[config.mk]
export PLATFORM = sky130hd
export DESIGN_NAME = mole_painter
export DESIGN_NICKNAME = d
export VERILOG_FILES = /design/src/rtl/mole_pkg.sv /design/src/rtl/block_scanner.sv /design/src/rtl/mole_painter.sv
export SDC_FILE = /design/constraint.sdc
export NUM_CORES = 1
export LEC_CHECK = 0
export BUFFER_PORTS_ARGS = -buffer_cell sky130_fd_sc_hd__buf_2
export CAP_MARGIN = 20
export CORE_MARGIN = 4
export CORE_UTILIZATION = 47
export CTS_CLUSTER_DIAMETER = 30
export CTS_CLUSTER_SIZE = 25
export DETAILED_ROUTE_END_ITERATION = 12
export PLACE_DENSITY = 0.74
export SYNTH_ARGS = -nofsm -noshare
export SYNTH_HDL_FRONTEND = slang
export SYNTH_SLANG_ARGS = --single-unit
export TNS_END_PERCENT = 30
[constraint.sdc]
create_clock -name clock -period 1.4 [get_ports clock]
set_input_delay 0.14 -clock clock [delete_from_list [all_inputs] [get_ports clock]]
set_output_delay 0.14 -clock clock [all_outputs]
set_load 0.01 [all_outputs]
[src/rtl/mole_pkg.sv]
// mole_pkg: hole geometry, colours and painter states
// shared by the display controller and paint logic.
package mole_pkg;

  localparam int BLOCK_DEF = 8;
  localparam int Y0_DEF    = 33;
  localparam int X0_DEF    = 1;
  localparam int X1_DEF    = 9;
  localparam int X2_DEF    = 17;

  localparam logic [2:0] MOLE_UP   = 3'b100;
  localparam logic [2:0] MOLE_DOWN = 3'b000;

  typedef enum logic {
    IDLE = 1'b0,
    DRAW = 1'b1
  } state_t;

endpackage

[src/rtl/block_scanner.sv]
// block_scanner: cx/cy raster over one BLOCK x BLOCK square.
// ports: clock, reset, start (zero), step (advance) -> cx, cy, last.
module block_scanner #(
  parameter int BLOCK = 8
) (
  input  logic       clock,
  input  logic       reset,
  input  logic       start,
  input  logic       step,
  output logic [3:0] cx,
  output logic [3:0] cy,
  output logic       last
);

  localparam logic [3:0] LAST = 4'(BLOCK - 1);

  assign last = (cx == LAST) && (cy == LAST);

  always_ff @(posedge clock) begin
    if (reset || start) begin
      cx <= '0;
      cy <= '0;
    end else if (step) begin
      if (cx == LAST) begin
        cx <= '0;
        cy <= (cy == LAST) ? '0 : cy + 4'd1;
      end else begin
        cx <= cx + 4'd1;
      end
    end
  end

endmodule

[src/rtl/mole_painter.sv]
// mole_painter: repaints changed/dirty mole holes one block at a time.
// ports: clock, reset, mole1..3 in; x, y, colour, plot, busy out.
module mole_painter
  import mole_pkg::*;
#(
  parameter int BLOCK = BLOCK_DEF,
  parameter int Y0    = Y0_DEF,
  parameter int X0    = X0_DEF,
  parameter int X1    = X1_DEF,
  parameter int X2    = X2_DEF
) (
  input  logic       clock,
  input  logic       reset,
  input  logic       mole1,
  input  logic       mole2,
  input  logic       mole3,
  output logic [7:0] x,
  output logic [6:0] y,
  output logic [2:0] colour,
  output logic       plot,
  output logic       busy
);

  state_t     state;
  logic [2:0] shown;
  logic [2:0] dirty;
  logic [1:0] sel;
  logic       up;
  logic [2:0] moles;
  logic [2:0] pending;
  logic [1:0] pick;
  logic [7:0] xb;
  logic [3:0] cx;
  logic [3:0] cy;
  logic       last;
  logic       start;
  logic       step;

  assign moles   = {mole3, mole2, mole1};
  assign pending = (moles ^ shown) | dirty;
  assign start   = (state == IDLE) && (pending != 3'b000);
  assign step    = (state == DRAW);

  // lowest pending hole wins
  always_comb begin
    pick = 2'd2;
    if (pending[0])
      pick = 2'd0;
    else if (pending[1])
      pick = 2'd1;
  end

  always_comb begin
    xb = 8'(X2);
    unique case (sel)
      2'd0:    xb = 8'(X0);
      2'd1:    xb = 8'(X1);
      default: xb = 8'(X2);
    endcase
  end

  block_scanner #(
    .BLOCK(BLOCK)
  ) u_scan (
    .clock(clock),
    .reset(reset),
    .start(start),
    .step (step),
    .cx   (cx),
    .cy   (cy),
    .last (last)
  );

  always_ff @(posedge clock) begin
    if (reset) begin
      state <= IDLE;
      shown <= 3'b000;
      dirty <= 3'b111;
      sel   <= 2'd0;
      up    <= 1'b0;
    end else begin
      unique case (state)
        IDLE: begin
          if (start) begin
            sel   <= pick;
            up    <= moles[pick];
            state <= DRAW;
          end
        end
        DRAW: begin
          if (last) begin
            shown[sel] <= up;
            dirty[sel] <= 1'b0;
            state      <= IDLE;
          end
        end
        default: state <= IDLE;
      endcase
    end
  end

  // pixel bus is decoded from registers only; idle drives zeros
  assign busy   = (state == DRAW);
  assign plot   = busy;
  assign x      = busy ? xb + {4'b0, cx} : 8'd0;
  assign y      = busy ? 7'(Y0) + {3'b0, cy} : 7'd0;
  assign colour = busy ? (up ? MOLE_UP : MOLE_DOWN) : 3'b000;

endmodule

==> results.toml, run 1 <==
[outcome]
run_status = "complete, but fails checks"
violations = "setup timing"

[cts]
clock-root-buffer = "clkbuf_4"
cts_buffers = 3
cts_hold_buf = 0
insertion_delay_ns = 0.30
clockBufferDepth = 2
htreeDepth = 1
tritoncts = "done"
cts.reportedPaths.clkPinSlew_ns = 0.09
cts_sinks = 18

[placed_design]
placedInstanceArea_um2 = 1350
portBuffers = 19
post-dp-hpwl_mm = 2.03
place.gp.congestion = 0.822

[pwr]
vdd_drop_max_uv = 585
p_total_mw = 0.898
power_density_nw_per_um2 = 570
power_leakage_nw = 0.690

[route]
viasPerCell = 5.31
drc = 0
avgRoutedWirePerCell_um = 15.0
num_vias = 1041
drtAntennaViolNets = 0
drtPass1Iterations = 4
wl_mm = 2.94
drtIter0Drc = 24

[cells_and_area]
diodes = 0
regArea_um2 = 375
drive_above_1_share_pct = 50.0
multi_input_comb_area_um2 = 782
nets = 178
fillers = 159
syn2layout_area_growth_pct = 43.8
final_area_um2 = 1570

[logic_synthesis]
synth-main-ff-cell = "dfxtp_1"
yosys_warnings = 0
synth_edf_count = 0
yosysSeqAreaShare_pct = 32.9
synthCells = 127
synth_top_area_share_pct = 32.9
yosys.area.top_type = "dfxtp_1"
async_reset_ff_share_pct = 0
synth-seq-cells = 18
synth_cell_types = 40
netlist_area_um2 = 1090
synthTopCellsByCount = "18 x dfxtp_1, 18 x nor2_1, 9 x buf_4"
synthTopCellsByArea = "dfxtp_1 33%, buf_4 6.2%, nor2_1 6.2%"
avgSynthCellArea_um2 = 8.62

[worst_hold_path]
hp-class = "in -> reg"

[global_routing]
grt_util_all_layers_pct = 19.8
antenna_found_initial = 0
grt_first_pass_wirelength_mm = 5.05
overflow = 0
grt_max_degree = 16
grt_pass1_vias = 1091

[timing]
setup-violations-final = 11
final.min_clock_period_ns = 1.71
skew_ns = 0.00599
period_share_pct = 122
hold_viol = 0
rsz0062_at_grt = "yes"
finalWorstSetupSlack_ns = -0.309
drv_slew = 0
max_freq_ghz = 0.585

[floorplan]
fp.dieH_um = 56.3
die_width_um = 56.3
initial_core_util_pct = 49.5
core_area_um2 = 2210
num_io_pins = 25
core.rowCount = 17
die-area_um2 = 3170

[flow_run]
cap_violations = 0

[critical_path]
path_class = "reg -> out"
startpoint_type = "register"
cp_data_arrival_time_ns = 1.57
crit_path_end_kind = "primary output"
required_ns = 1.26
critPathMaxFanout = 2
-- flip-flops by register name (all words and copies together), names as in the netlist --
register / flops
busy: 1
dirty: 3
sel: 2
shown: 3
u_scan.cx: 4
u_scan.cy: 4
up: 1
-- metrics by stage --
step	utilization, %	worst slack (ns)	hold slack [ns]	std cells	TNS (ns)
floorplan	-	-0.0429	0.408	131	-0.110
global route	71.2	-0.377	0.112	196	-2.40
finish	71.2	-0.309	0.120	196	-1.26
detailed placement	61.0	-0.0949	0.432	187	-0.252
CTS	68.0	-0.257	0.109	195	-1.10
global placement	61.0	-0.0192	0.433	187	-0.0307
-- report_power, final --
| part | internal, mW | total [mW] | switching (mW) |
|---|---|---|---|
| sequential | 0.518 | 0.526 | 0.00835 |
| clock | 0.100 | 0.260 | 0.159 |
| combinational | 0.0454 | 0.111 | 0.0661 |
-- repair_timing --
action                                  4_1_cts  5_1_grt
pin swaps                                     8        9
endpoints found under the setup margin       15       19
endpoints found under the hold margin         0        0
gates resized for setup                      24       15
buffers inserted                              5        1
-- critical path, cell delays in order, from the launching register on --
cell	delay [ns]
dfxtp_2	0.34
inv_2	0.05
nor2_4	0.11
ha_4	0.23
a31oi_4	0.13
xor2_1	0.19
nor2_1	0.08
buf_2	0.14
-- layout make-up --
class | instances | area share (%)
Multi-Input combinational cell | 94 | 49.7
Sequential cell | 18 | 23.8
Timing Repair Buffer | 46 | 20.8
Tap cell | 28 | 2.23
Inverter | 7 | 1.99
Clock buffer | 3 | 1.43
-- cells by family after synthesis --
group | synth area share (%)
AO/OA/AOI/OAI | 12.6
multiplexers | 3.66
other | 0.343
AND/OR/NAND/NOR | 26.4
flip-flops | 32.9
XOR/XNOR | 10.3
buffers and inverters | 10.4
adder cells (fa/ha/maj) | 3.43
-- final timing paths --
| check | slack (ns) | cells after the start | from | to |
|---|---|---|---|---|
| hold reg to reg | 0.52 | 2 | dirty[2] | dirty[2] |
| setup / recovery | -0.31 | 7 | sel[0] | x[4] |
| hold / removal | 0.12 | 2 | reset | sel[0] |
| setup reg to reg | -0.09 | 7 | u_scan.cx[0] | u_scan.cx[3] |
-- cells in the final DEF (no fill, tap or decap), types with 2 or more instances in the layout --
master / instances
a21oi_1: 4
ha_4: 3
inv_1: 5
conb_1: 5
buf_2: 19
nand2_1: 6
dfxtp_2: 9
mux2i_1: 4
dfxtp_1: 8
a211oi_1: 2
a21oi_2: 2
o21ai_0: 5
nor4_2: 2
clkbuf_4: 3
and2_1: 3
xnor2_2: 4
nand3b_1: 2
nor3_1: 3
xnor2_1: 3
buf_6: 6
nor2_1: 17
buf_4: 20
xor2_1: 5
-- metal layers --
| layer | global-route usage (%) | wire length, um |
|---|---|---|
| met3 | 5.29 | 138 |
| met2 | 34.4 | 1470 |
| met5 | 0 | 0 |
| met4 | 7.12 | 42 |
| met1 | 23.3 | 1300 |
Note: power is estimated with default switching activity, not from simulation.
==> run 2: changes to the inputs <==
--- a/config.mk
+++ b/config.mk
@@ -7,12 +7,14 @@
 export LEC_CHECK = 0
 export BUFFER_PORTS_ARGS = -buffer_cell sky130_fd_sc_hd__buf_2
 export CAP_MARGIN = 20
+export CELL_PAD_IN_SITES_DETAIL_PLACEMENT = 0
+export CELL_PAD_IN_SITES_GLOBAL_PLACEMENT = 2
 export CORE_MARGIN = 4
-export CORE_UTILIZATION = 47
+export CORE_UTILIZATION = 28
 export CTS_CLUSTER_DIAMETER = 30
 export CTS_CLUSTER_SIZE = 25
 export DETAILED_ROUTE_END_ITERATION = 12
-export PLACE_DENSITY = 0.74
+export PLACE_DENSITY = 0.82
 export SYNTH_ARGS = -nofsm -noshare
 export SYNTH_HDL_FRONTEND = slang
 export SYNTH_SLANG_ARGS = --single-unit
==> constraint.sdc (replaced) <==
create_clock -name clock -period 1.4 [get_ports clock]
set_input_delay 0.14 -clock clock [delete_from_list [all_inputs] [get_ports clock]]
set_output_delay 0.14 -clock clock [all_outputs]
set_load 0.02 [all_outputs]
==> run 2 against run 1 <==
Net effect:
- the flow still finishes with violations (setup timing)
- die area is 57% higher
- sequential power barely moved
- critical path depth unchanged
- fmax up 0.86%
- wire length shrank 11%
==> results.toml, run 2 (synthesis results as in run 1) <==
[placed_design]
placedCellCount = 210
place.gp.congestion = 0.809
post-dp-hpwl_mm = 2.14
portBuffers = 19
dp_slack_ns = -0.0563

[global_routing]
grt_pass1_vias = 991
overflow = 0
grt_first_pass_wirelength_mm = 4.53
grt_max_degree = 11
antenna_found_initial = 0
grt_util_all_layers_pct = 11.1

[timing]
skew_ns = 0.00456
hold_viol = 0
finalWorstSetupSlack_ns = -0.294
setup-violations-final = 4
drv_slew = 0
max_freq_ghz = 0.590
period_share_pct = 121
final.min_clock_period_ns = 1.69
rsz0062_at_grt = "yes"
holdWs_ns = 0.176

[outcome]
run_status = "complete, but fails checks"
violations = "setup timing"

[cts]
cts_sinks = 18
clockBufferDepth = 2
insertion_delay_ns = 0.26
cts_hold_buf = 0
tritoncts = "done"
cts.reportedPaths.clkPinSlew_ns = 0.07
cts_buffers = 3
htreeDepth = 1
clock-root-buffer = "clkbuf_8"

[route]
drtPass1Iterations = 4
wl_mm = 2.63
met1Wirelength_mm = 1.22
viasPerCell = 4.51
drc = 0
wl_met3_um = 113
avgRoutedWirePerCell_um = 12.3
wl_met2_mm = 1.27
routed.top_layer = "met4"
drtIter0Drc = 50
num_vias = 965
drtAntennaViolNets = 0

[floorplan]
core.rowCount = 22
die_width_um = 70.5
fp.dieH_um = 70.5
num_io_pins = 25
core_area_um2 = 3720
initial_core_util_pct = 29.5
die-area_um2 = 4970

[flow_run]
cap_violations = 0

[cells_and_area]
diodes = 0
largest_registers = "u_scan.cx: 4 flops, u_scan.cy: 4 flops"
most-common-layout-cells = "28 x buf_4, 16 x nor2_1, 13 x buf_2"
layout_commonest_cell = "buf_4"
drive_above_1_share_pct = 42.2
nets = 175
syn2layout_area_growth_pct = 39.5
finalNonFillerCells = 214

[pwr]
power_leakage_nw = 0.675
power_density_nw_per_um2 = 710
sw_frac_of_total_pct = 24.8
seqPwrFrac_pct = 48.5
vdd_drop_max_uv = 484
cellInternalPower_mw = 0.815
combPwrFrac_pct = 11.8
power.share.clock_pct = 39.7
p_sw_mw = 0.269

[critical_path]
critPathMaxFanout = 2
required_ns = 1.26
path_class = "reg -> out"
startpoint_type = "register"
crit_path_end_kind = "primary output"
cp_data_arrival_time_ns = 1.55

[worst_hold_path]
hp-class = "in -> reg"
## run 2: cell types whose count changed in the layout (fill, tap and decap cells not counted), sizes merged
cell,delta
buf,-3
clkbuf,+1
## run 2: per-layer routing
metal  GRT usage [%]  vias to the layer above
met5               0                        -
met4            2.09                        0
met3            3.55                        2
met2            19.2                       19
met1            13.6                      439
li1                -                      505
## run 2: what timing repair did
action                                  CTS  global route
resized for setup                        14             4
endpoints found under the setup margin   11            13
setup buffers                             0             0
pin swaps                                 5             0
## run 2: path summary, 6_finish.rpt
check / start / slack (ns) / depth (start not counted) / endpoint
max: sel[0] / -0.29 / 7 / x[4]
min: reset / 0.18 / 2 / sel[0]
max reg2reg: u_scan.cy[1] / -0.06 / 6 / shown[2]
min reg2reg: dirty[2] / 0.49 / 2 / dirty[2]
## run 2: area by class of cell
class | count | area (um2)
Fill cell | 382 | 2190
Inverter | 7 | 27.5
Clock buffer | 4 | 55.1
Sequential cell | 18 | 370
Multi-Input combinational cell | 94 | 717
Tap cell | 48 | 60.1
Timing Repair Buffer | 43 | 298
## run 2: power groups by stage
stage	logic, mW	registers (mW)	clock network [mW]
4_1_cts	0.128	0.526	0.450
3_3_place_gp	0.122	0.538	0
3_5_place_dp	0.124	0.538	0
2_1_floorplan	0.0908	0.543	0
6_report	0.128	0.526	0.431
5_1_grt	0.139	0.526	0.468
## run 2: per-stage QoR
| stage | power (mW) | setup TNS [ns] | area, um2 | utilization (%) |
|---|---|---|---|---|
| finish | 1.08 | -0.747 | 1530 | 41.1 |
| global route | 1.13 | -1.32 | 1530 | 41.1 |
| CTS | 1.10 | -0.738 | 1510 | 40.7 |
| detailed placement | 0.662 | -0.0874 | 1420 | 38.2 |
| global placement | 0.660 | -0.00541 | 1420 | 38.2 |
| floorplan | 0.633 | -0.234 | 1180 | - |
## run 2: worst max-delay path, cell delays in order, from the launching register on
cell	delay, ns
dfxtp_2	0.32
inv_2	0.05
nor2_2	0.03
ha_1	0.31
a31oi_1	0.17
xor2_1	0.21
nor2_2	0.07
buf_6	0.13
